$ cat src/rtl/aes_multiblock_ctrl.sv
// rtl/aes_multiblock_ctrl.sv - multi-block AES job sequencer with per-block handshakes and engine watchdog
//
// Ports:
//   clk, reset (async, active-high), clear (sync soft reset)
//   start_i, nb_blocks_i, src_base_i, dst_base_i      : job launch from register file
//   src_req_start_o, src_addr_o, src_ready_start_i,
//   src_done_i                                        : plaintext source streamer
//   eng_start_o, eng_enable_o, eng_done_i             : AES engine
//   snk_req_start_o, snk_addr_o, snk_ready_start_i,
//   snk_done_i                                        : ciphertext sink streamer
//   busy_o, done_o, error_o, blocks_done_o            : status back to register file

module aes_multiblock_ctrl #(
  parameter int unsigned ADDR_W      = 32,
  parameter int unsigned CNT_W       = 16,
  parameter int unsigned BLOCK_BYTES = 16,
  parameter int unsigned WDOG_W      = 8
) (
  input  logic              clk,
  input  logic              reset,
  input  logic              clear,
  input  logic              start_i,
  input  logic [CNT_W-1:0]  nb_blocks_i,
  input  logic [ADDR_W-1:0] src_base_i,
  input  logic [ADDR_W-1:0] dst_base_i,
  output logic              src_req_start_o,
  output logic [ADDR_W-1:0] src_addr_o,
  input  logic              src_ready_start_i,
  input  logic              src_done_i,
  output logic              eng_start_o,
  output logic              eng_enable_o,
  input  logic              eng_done_i,
  output logic              snk_req_start_o,
  output logic [ADDR_W-1:0] snk_addr_o,
  input  logic              snk_ready_start_i,
  input  logic              snk_done_i,
  output logic              busy_o,
  output logic              done_o,
  output logic              error_o,
  output logic [CNT_W-1:0]  blocks_done_o
);

  typedef enum logic [3:0] {
    S_IDLE,
    S_START,
    S_REQ_SRC,
    S_LOAD,
    S_WAIT_ENG,
    S_REQ_SNK,
    S_STORE,
    S_FINISH,
    S_ERROR
  } state_t;

  localparam logic [ADDR_W-1:0] ADDR_STEP = ADDR_W'(BLOCK_BYTES);
  // Watchdog value during the last permitted WAIT_ENG cycle: the counter
  // would reach all-ones on this edge.
  localparam logic [WDOG_W-1:0] WDOG_LAST = ~(WDOG_W'(1));

  state_t            state_q, state_d;
  logic [CNT_W-1:0]  nb_q;
  logic [CNT_W-1:0]  blocks_q;
  logic [ADDR_W-1:0] src_q;
  logic [ADDR_W-1:0] dst_q;
  logic [WDOG_W-1:0] wdog_q;
  logic              error_q;

  logic wdog_trip;
  logic last_blk;

  assign wdog_trip = (wdog_q == WDOG_LAST);
  assign last_blk  = ((blocks_q + CNT_W'(1)) == nb_q);

  always_comb begin
    state_d = state_q;
    case (state_q)
      S_IDLE: begin
        if (start_i) begin
          state_d = (nb_blocks_i != '0) ? S_START : S_FINISH;
        end
      end
      S_START:    state_d = S_REQ_SRC;
      S_REQ_SRC:  if (src_ready_start_i) state_d = S_LOAD;
      S_LOAD:     if (src_done_i) state_d = S_WAIT_ENG;
      S_WAIT_ENG: begin
        // A completing engine beats a watchdog expiring in the same cycle.
        if (eng_done_i) begin
          state_d = S_REQ_SNK;
        end else if (wdog_trip) begin
          state_d = S_ERROR;
        end
      end
      S_REQ_SNK:  if (snk_ready_start_i) state_d = S_STORE;
      S_STORE: begin
        if (snk_done_i) begin
          state_d = last_blk ? S_FINISH : S_REQ_SRC;
        end
      end
      S_FINISH:   state_d = S_IDLE;
      S_ERROR:    state_d = S_IDLE;
      default:    state_d = S_IDLE;
    endcase
  end

  always_ff @(posedge clk or posedge reset) begin
    if (reset) begin
      state_q  <= S_IDLE;
      nb_q     <= '0;
      blocks_q <= '0;
      src_q    <= '0;
      dst_q    <= '0;
      wdog_q   <= '0;
      error_q  <= 1'b0;
    end else if (clear) begin
      state_q  <= S_IDLE;
      nb_q     <= '0;
      blocks_q <= '0;
      src_q    <= '0;
      dst_q    <= '0;
      wdog_q   <= '0;
      error_q  <= 1'b0;
    end else begin
      state_q <= state_d;

      // Held at zero outside WAIT_ENG so every entry starts a fresh count.
      wdog_q <= (state_q == S_WAIT_ENG) ? wdog_q + WDOG_W'(1) : '0;

      if (state_q == S_IDLE && start_i) begin
        error_q  <= 1'b0;
        blocks_q <= '0;
        if (nb_blocks_i != '0) begin
          nb_q  <= nb_blocks_i;
          src_q <= src_base_i;
          dst_q <= dst_base_i;
        end
      end

      if (state_q == S_WAIT_ENG && state_d == S_ERROR) begin
        error_q <= 1'b1;
      end

      if (state_q == S_STORE && snk_done_i) begin
        blocks_q <= blocks_q + CNT_W'(1);
        src_q    <= src_q + ADDR_STEP;
        dst_q    <= dst_q + ADDR_STEP;
      end
    end
  end

  assign eng_start_o     = (state_q == S_START);
  assign src_req_start_o = (state_q == S_REQ_SRC);
  // Enable fires in the cycle the plaintext block lands, so the engine sees
  // it together with the data.
  assign eng_enable_o    = (state_q == S_LOAD) && src_done_i;
  assign snk_req_start_o = (state_q == S_REQ_SNK);
  assign busy_o          = (state_q != S_IDLE);
  assign done_o          = (state_q == S_FINISH) || (state_q == S_ERROR);
  assign error_o         = error_q;
  assign blocks_done_o   = blocks_q;
  assign src_addr_o      = src_q;
  assign snk_addr_o      = dst_q;

endmodule

$ cat config.mk
export PLATFORM = sky130hd
export DESIGN_NAME = aes_multiblock_ctrl
export DESIGN_NICKNAME = d
export VERILOG_FILES = /design/src/rtl/aes_multiblock_ctrl.sv
export SDC_FILE = /design/constraint.sdc
export NUM_CORES = 1
export LEC_CHECK = 0
export ABC_AREA = 1
export CAP_MARGIN = 20
export CORE_MARGIN = 2
export CORE_UTILIZATION = 45
export DETAILED_ROUTE_END_ITERATION = 10
export HOLD_SLACK_MARGIN = 0.1
export PLACE_DENSITY_LB_ADDON = 0.08
export SYNTH_ARGS = -nofsm -noshare
export SYNTH_HDL_FRONTEND = slang
export SYNTH_SLANG_ARGS = --single-unit
$ cat constraint.sdc
create_clock -name clk -period 5.6 [get_ports clk]
set_input_delay 1.68 -clock clk [delete_from_list [all_inputs] [get_ports clk]]
set_output_delay 1.68 -clock clk [all_outputs]
set_load 0.02 [all_outputs]
# [Yosys cells after proc, flatten, opt, wreduce, memory -nomap -nowiden]
# Cells that the tools add are included.
[word_totals] reg_bits=109 input_bits=89 output_inout_bits=87 word_cells=67
[op_classes] n_addsub=4 n_eq_ne=11 muxes=30 reduce_logical=15
[ops] operator="2-to-1 mux 32 bit" count=8
[ops] operator="2-to-1 mux 16 bit" count=6
[ops] operator="adder 32 x 5 -> 32 bit, second input constant" count=2
[ops] operator="2-to-1 mux 4 bit" count=8
[ops] operator="one-hot mux 4 bit (7 select lines)" count=1
[ops] operator="adder 16 x 1 -> 16 bit, second input constant" count=1
[ops] operator="equality test 16 bit" count=1
[ops] operator="equality test 4 x 3 -> 1 bit, second input constant" count=4
[ops] operator="2-to-1 mux 8 bit" count=2
[ops] operator="nonzero test 16 bit" count=1
[ops] operator="nonzero test 3 bit" count=3
[ops] operator="adder 8 x 1 -> 8 bit, second input constant" count=1
[ops] operator="equality test 4 x 2 -> 1 bit, second input constant" count=2
[ops] operator="equality test 4 bit, second input constant" count=2
[ops] operator="equality test 8 bit, second input constant" count=1
[ops] operator="2-to-1 mux 3 bit" count=2
[ops] operator="equality test 4 x 1 -> 1 bit, second input constant" count=1
[ops] operator="logical AND 1 bit" count=4
[ops] operator="logical NOT 4 bit" count=1
[ops] operator="AND reduction 2 bit" count=2
[ops] operator="nonzero test 2 bit" count=2
[ops] operator="nonzero test 4 bit" count=1
[ops] operator="2-to-1 mux 1 bit" count=3
[ops] operator="logical OR 1 bit" count=1

# [Logic depth before layout (Yosys ltp)]
# Gate-level depths: netlist (run 1).
[logic_depth] ltp_word=9 ltp_mapped=17

# [Worst setup path before layout (run 1)]
# No wires, ideal clock.
[synth_path] path_kind="input port to output port" start="input port src_done_i" end="output port eng_enable_o" arrival_ns=2.268 t_required_ns=3.920 setup_slack_ns=1.652 stages=2 path_buffers=0 path_cell_list="inv_1 -> nor3_1"
[synth_between] elab_chain_cells=1
[synth_lines] element="start, declared" line="29" text="input logic src_done_i,"
[synth_lines] element="logical AND 1 bit" line="154" text="assign eng_enable_o = (state_q == S_LOAD) && src_done_i;"
[synth_lines] element="end, declared" line="31" text="output logic eng_enable_o,"
# No other way between the ends.

# [Worst setup path in the final report (run 1)]
# Same ends and word-level chain as after synthesis.

==> results.yml, run 1 <==
worst_setup_path:
  cp.arrival_ns: 3.16
  crit_fanout: 2
  cp-end-kind: "primary output"
  timing.rr.start: "state_q[1]$_DFF_PP0_"
  rr_endpoint: "src_addr_o[12]$_DFFE_PP0P_"
  critical_path.startpoint_type: "input pin"
  worstPathRequired_ns: 3.92
  timing_worst_setup_path_type: "in2out"
  r2r_setup_slack_ns: 2.57
  reg2reg_depth: 12
  setup.worst_path.start: "src_done_i"
global_route:
  antenna_found_initial: 0
  grt_pass1_wl_um: 33800
  grt_start_max_net_pins: 68
  grt_pass1_vias: 6589
  grt_use_total_pct: 25.6
  overflow: 0
timing:
  rsz0062_at_grt: "false"
  slew_headroom_pct: 43.4
  fmax_mhz: 207
  worst_pin_slew_ns: 0.849
  slew_violations: 0
  final.min_clock_period_ns: 4.84
  hold_viol: 0
  period_share_pct: 86.4
  finalSetupViolCount: 0
  fin_skew_ns: 0.00891
  tns_ns: 0
run:
  drv_cap: 0
power_and_ir_drop:
  seq_power_share_pct: 46.2
  p_int_mw: 1.34
  power_density_nw_per_um2: 213
  ir_drop_v: 0.000155
  p_comb_share_pct: 21.7
  p_leak_nw: 3.74
  switching_share_pct: 31.2
  p_sw_mw: 0.608
  clock_power_share_pct: 32.1
clock_tree:
  cts_tree: "done"
  cts_inserted_buffers: 9
  cts_resized: 0
  h-tree-depth: 3
  clkTransAtPathRegs_ns: 0.07
  cts_setup_buffers: 0
  root_buffer: "clkbuf_16"
  cts_sinks: 109
  holdBufCountCts: 0
  clk_latency_ns: 0.36
  cts_max_path_buffers: 2
logic_synthesis:
  ys_types: 38
  ys_seq_area_share_pct: 39.1
  synth_area_sq_um: 6980
  synthesis.nets: 1058
  syn_inst: 964
  yosys_register_bits: 109
  syn_avg_cell_area_sq_um: 7.24
  yosysWarnings: 0
place:
  io_buffer_count: 175
  place_area_sq_um: 8880
  gp_congestion: 0.874
  dpl.hpwl_um: 14900
  dp.cells: 1305
hold_path:
  hp-start: "wdog_q[0]$_DFF_PP0_"
  hold_depth: 1
  hold_path_class: "reg2reg"
  hold_end: "wdog_q[0]$_DFF_PP0_"
floorplan:
  start_util_pct: 45.9
  die_w_um: 129
  rows: 45
  die_h_um: 129
  dieArea_sq_um: 16500
  io_pins: 176
  core_area_sq_um: 15200
layout:
  layout.nets: 1222
  final_common_cell: "nand2_1"
  layout_common_cells: "nand2_1 (200), clkdlybuf4s50_1 (175), inv_1 (124)"
  diodes: 0
  area_growth_pct: 31.2
  drive_above_1_share_pct: 6.00
  stdcell_area_sq_um: 9160
  layoutNonFillerInstCount: 1321
detailed_routing:
  vias: 7086
  postRouteAntennaNets: 0
  drt_wl_total_um: 20900
  drt_iter0_drc: 557
  drt-pass1-iter-count: 5
  wl_per_cell_um: 15.8
  route.detailed.drc: 0
  viasPerCell: 5.36
outcome:
  status: "finished, final reports clean"
[worst max-delay path: stages]
cell and delay, ns:
clkdlybuf4s50_1 0.45, inv_1 0.06, nor3_1 0.29, clkdlybuf4s50_1 0.68
[kinds of logic (layout without fill, tap and decap cells)]
kind of cell	Yosys count	after routing	synth area share (%)
AOI/OAI and AO/OA	182	182	14.5
xor gates and xnor gates	36	36	4.73
adders and majority gates	5	5	0.896
buffers and inverters	160	329	9.09
DFF	109	109	39.1
and+or+nand+nor	472	472	31.7
[registers in the layout, indices dropped and copies added (netlist names)]
register / flops
error_o: 1
state_q: 4
blocks_done_o: 16
snk_addr_o: 32
src_addr_o: 32
wdog_q: 8
nb_q: 16
[power groups by stage]
stage          sequential (mW)  combinational (mW)  clock (mW)
2_1_floorplan            0.949               0.175           0
3_3_place_gp             0.916               0.421           0
3_5_place_dp             0.916               0.423           0
4_1_cts                  0.902               0.425       0.635
5_1_grt                  0.911               0.466       0.663
6_report                 0.903               0.423       0.626
[worst max path at each step]
stage	to	cells after the start
3_5_place_dp	eng_enable_o	4
5_1_grt	eng_enable_o	4
2_1_floorplan	blocks_done_o[0]$_DFFE_PP0P_	1
4_1_cts	eng_enable_o	4
3_3_place_gp	eng_enable_o	4
6_report	eng_enable_o	4
[metal layers]
metal | part of all wire, % | global-route usage (%) | wire length, um | up-vias
li1 | - | - | - | 3561
met2 | 45 | 39.7 | 9430 | 242
met5 | 0 | 0 | 0 | -
met1 | 48 | 37.6 | 10000 | 3264
met4 | 1.4 | 7.67 | 290 | 0
met3 | 5.3 | 3.28 | 1110 | 19
[area by class of cell]
cell class              count  area (sq um)
fillers                  1455          6040
multi-input cells         695          3620
flip-flops and latches    109          2730
repair buffers            183          1810
inverters                 130           490
clock buffers              10           239
well taps                 188           235
clock inverters             6          37.5
[through the flow]
| step | hold slack (ns) | util [%] | total power, mW | setup WS, ns |
|---|---|---|---|---|
| floorplan | 0.455 | - | 1.12 | 1.05 |
| global placement | 0.474 | 58.4 | 1.34 | 0.846 |
| detailed placement | 0.479 | 58.4 | 1.34 | 0.796 |
| CTS | 0.489 | 60.2 | 1.96 | 0.777 |
| global route | 0.519 | 60.2 | 2.04 | 0.696 |
| finish | 0.486 | 60.2 | 1.95 | 0.760 |
[synth_stat cells, drive strengths merged]
library cell  number  area share (%)
inv              130             7.0
xor2              31             3.9
o211ai            23             2.5
buf               19             1.5
nor4              19             2.1
nand3b             1            0.11
ha                 5            0.90
xnor2              4            0.50
nor2              88             5.6
o21a               1            0.11
or3                3            0.27
dfrtp            109              39
a21oi             18             1.3
and2               2            0.18
xor3               1            0.34
o21ai            113             8.1
a211oi             2            0.22
or2               11            0.99
nand2            206              11
nor3              19             1.6
nand4             27             2.4
clkbuf            11            0.59
o22ai             25             2.2
nand3             94             7.0
and3               1           0.090
nor3b              1            0.11
No activity file was read; power rests on OpenSTA's default activity.
==> run 2: changes to the inputs <==
--- a/config.mk
+++ b/config.mk
@@ -8,10 +8,10 @@
 export ABC_AREA = 1
 export CAP_MARGIN = 20
 export CORE_MARGIN = 2
-export CORE_UTILIZATION = 45
+export CORE_UTILIZATION = 50
 export DETAILED_ROUTE_END_ITERATION = 10
 export HOLD_SLACK_MARGIN = 0.1
-export PLACE_DENSITY_LB_ADDON = 0.08
+export PLACE_DENSITY = 0.82
 export SYNTH_ARGS = -nofsm -noshare
 export SYNTH_HDL_FRONTEND = slang
 export SYNTH_SLANG_ARGS = --single-unit
==> results.yml, run 2 (synthesized netlist as in run 1, its figures left out) <==
outcome:
  status: "finished, final reports clean"
layout:
  fillers: 1224
  area_growth_pct: 32.4
  layout_common_cells: "nand2_1 (200), clkdlybuf4s50_1 (175), inv_1 (124)"
  multi_input_area_sq_um: 3620
  stdcell_area_sq_um: 9240
  utilization_pct: 67.1
  area.sequential_sq_um: 2730
  final_common_cell: "nand2_1"
  diodes: 0
  drive_above_1_share_pct: 6.00
  layout.nets: 1222
timing:
  tns_ns: 0
  rsz0062_at_grt: "false"
  hold_viol: 0
  fmax_mhz: 211
  finalSetupViolCount: 0
  slew_violations: 0
  worst_hold_slack_ns: 0.494
  slew_headroom_pct: 42.4
  worst_pin_slew_ns: 0.864
  period_share_pct: 84.7
  final.min_clock_period_ns: 4.74
  fin_skew_ns: 0.00525
floorplan:
  dieArea_sq_um: 14900
  rows: 43
  io_pins: 176
  start_util_pct: 50.7
  core_area_sq_um: 13800
  die_w_um: 122
  die_h_um: 122
worst_setup_path:
  cp.arrival_ns: 3.06
  critical_path.startpoint_type: "input pin"
  crit_top_cell: "clkdlybuf4s50_1"
  r2r_setup_slack_ns: 2.59
  cpPeakStageDelay_ns: 0.65
  path_buf_inv: 3
  crit_family: "buffers and inverters"
  worstPathCellList: "clkdlybuf4s50_1 > inv_1 > nor3_1 > clkdlybuf4s50_1"
  reg2reg_depth: 12
  rr_endpoint: "src_addr_o[13]$_DFFE_PP0P_"
  crit_fanout: 2
  worstPathRequired_ns: 3.92
  critPathSlowestCell: "clkdlybuf4s50_1"
  timing_worst_setup_path_type: "in2out"
  timing.rr.start: "state_q[0]$_DFF_PP0_"
  cp-end-kind: "primary output"
detailed_routing:
  drt_iter0_drc: 641
  drt-pass1-iter-count: 5
  route.detailed.drc: 0
  vias: 7348
  wl_per_cell_um: 16.1
  viasPerCell: 5.60
  drt_wl_total_um: 21100
  postRouteAntennaNets: 0
power_and_ir_drop:
  p_leak_nw: 3.78
  power_mw: 2.13
  power_density_nw_per_um2: 230
  ir_drop_v: 0.000252
global_route:
  grt_start_max_net_pins: 69
  grt_pass1_vias: 6847
  grt_use_total_pct: 28.7
  grt_pass1_wl_um: 33700
  antenna_found_initial: 0
  overflow: 0
clock_tree:
  cts_tree: "done"
  h-tree-depth: 3
  cts_setup_buffers: 0
  holdBufCountCts: 0
  cts_max_path_buffers: 2
  clkTransAtPathRegs_ns: 0.07
  root_buffer: "clkbuf_16"
  cts_sinks: 109
  cts_inserted_buffers: 9
  cts_resized: 0
  clk_latency_ns: 0.36
place:
  place_area_sq_um: 8870
  dpl.hpwl_um: 15100
  gp_congestion: 0.898
  io_buffer_count: 175
run:
  drv_cap: 0
hold_path:
  hp-start: "wdog_q[0]$_DFF_PP0_"
  hold_end: "wdog_q[0]$_DFF_PP0_"
  hold_depth: 1
  hold_path_class: "reg2reg"
## run 2: stage by stage
stage | instances | setup WS, ns
after floorplan | 964 | 1.05
after global placement | 1297 | 0.862
after detailed placement | 1297 | 0.851
after CTS | 1313 | 0.853
after global routing | 1313 | 0.794
final | 1313 | 0.859
## run 2: per-layer routing
metal	vias to the layer above	global-route usage (%)	share of wire [%]
met4	0	8.84	2.1
met5	-	0	0
met3	41	5.48	6.3
li1	3568	-	-
met2	282	48.4	49
met1	3457	37.4	42
## run 2: worst max-delay path by stage
stage / from / end / slack, ns / depth (start not counted)
finish: src_done_i / eng_enable_o / 0.86 / 4
global route: src_done_i / eng_enable_o / 0.79 / 4
CTS: src_done_i / eng_enable_o / 0.85 / 4
detailed placement: src_done_i / eng_enable_o / 0.85 / 4
global placement: src_done_i / eng_enable_o / 0.86 / 4
floorplan: reset / blocks_done_o[0]$_DFFE_PP0P_ / 1.05 / 1
## run 2: worst register-to-register path, cell delays in order (launching register included)
cell     delay (ns)
dfrtp_1        0.45
nor2_1         0.15
inv_1          0.08
nor2_1         0.15
nand2_1        0.12
inv_1          0.12
nand2_1        0.28
nand2_1        0.15
buf_4          0.28
nor2_1         0.07
buf_4          0.20
inv_2          0.59
o21ai_0        0.21
## run 2: final cells by class
cell class,instances,share of cell area (%)
flip-flops and latches,109,29.5
inverters,130,5.31
multi-input cells,695,39.1
clock inverters,7,1.58
repair buffers,183,19.6
well taps,180,2.44
clock buffers,9,2.44
## run 2: where the power goes
group,internal (mW),switching (mW)
clock,0.486,0.316
sequential,0.839,0.0621
combinational,0.191,0.236
total,1.52,0.614
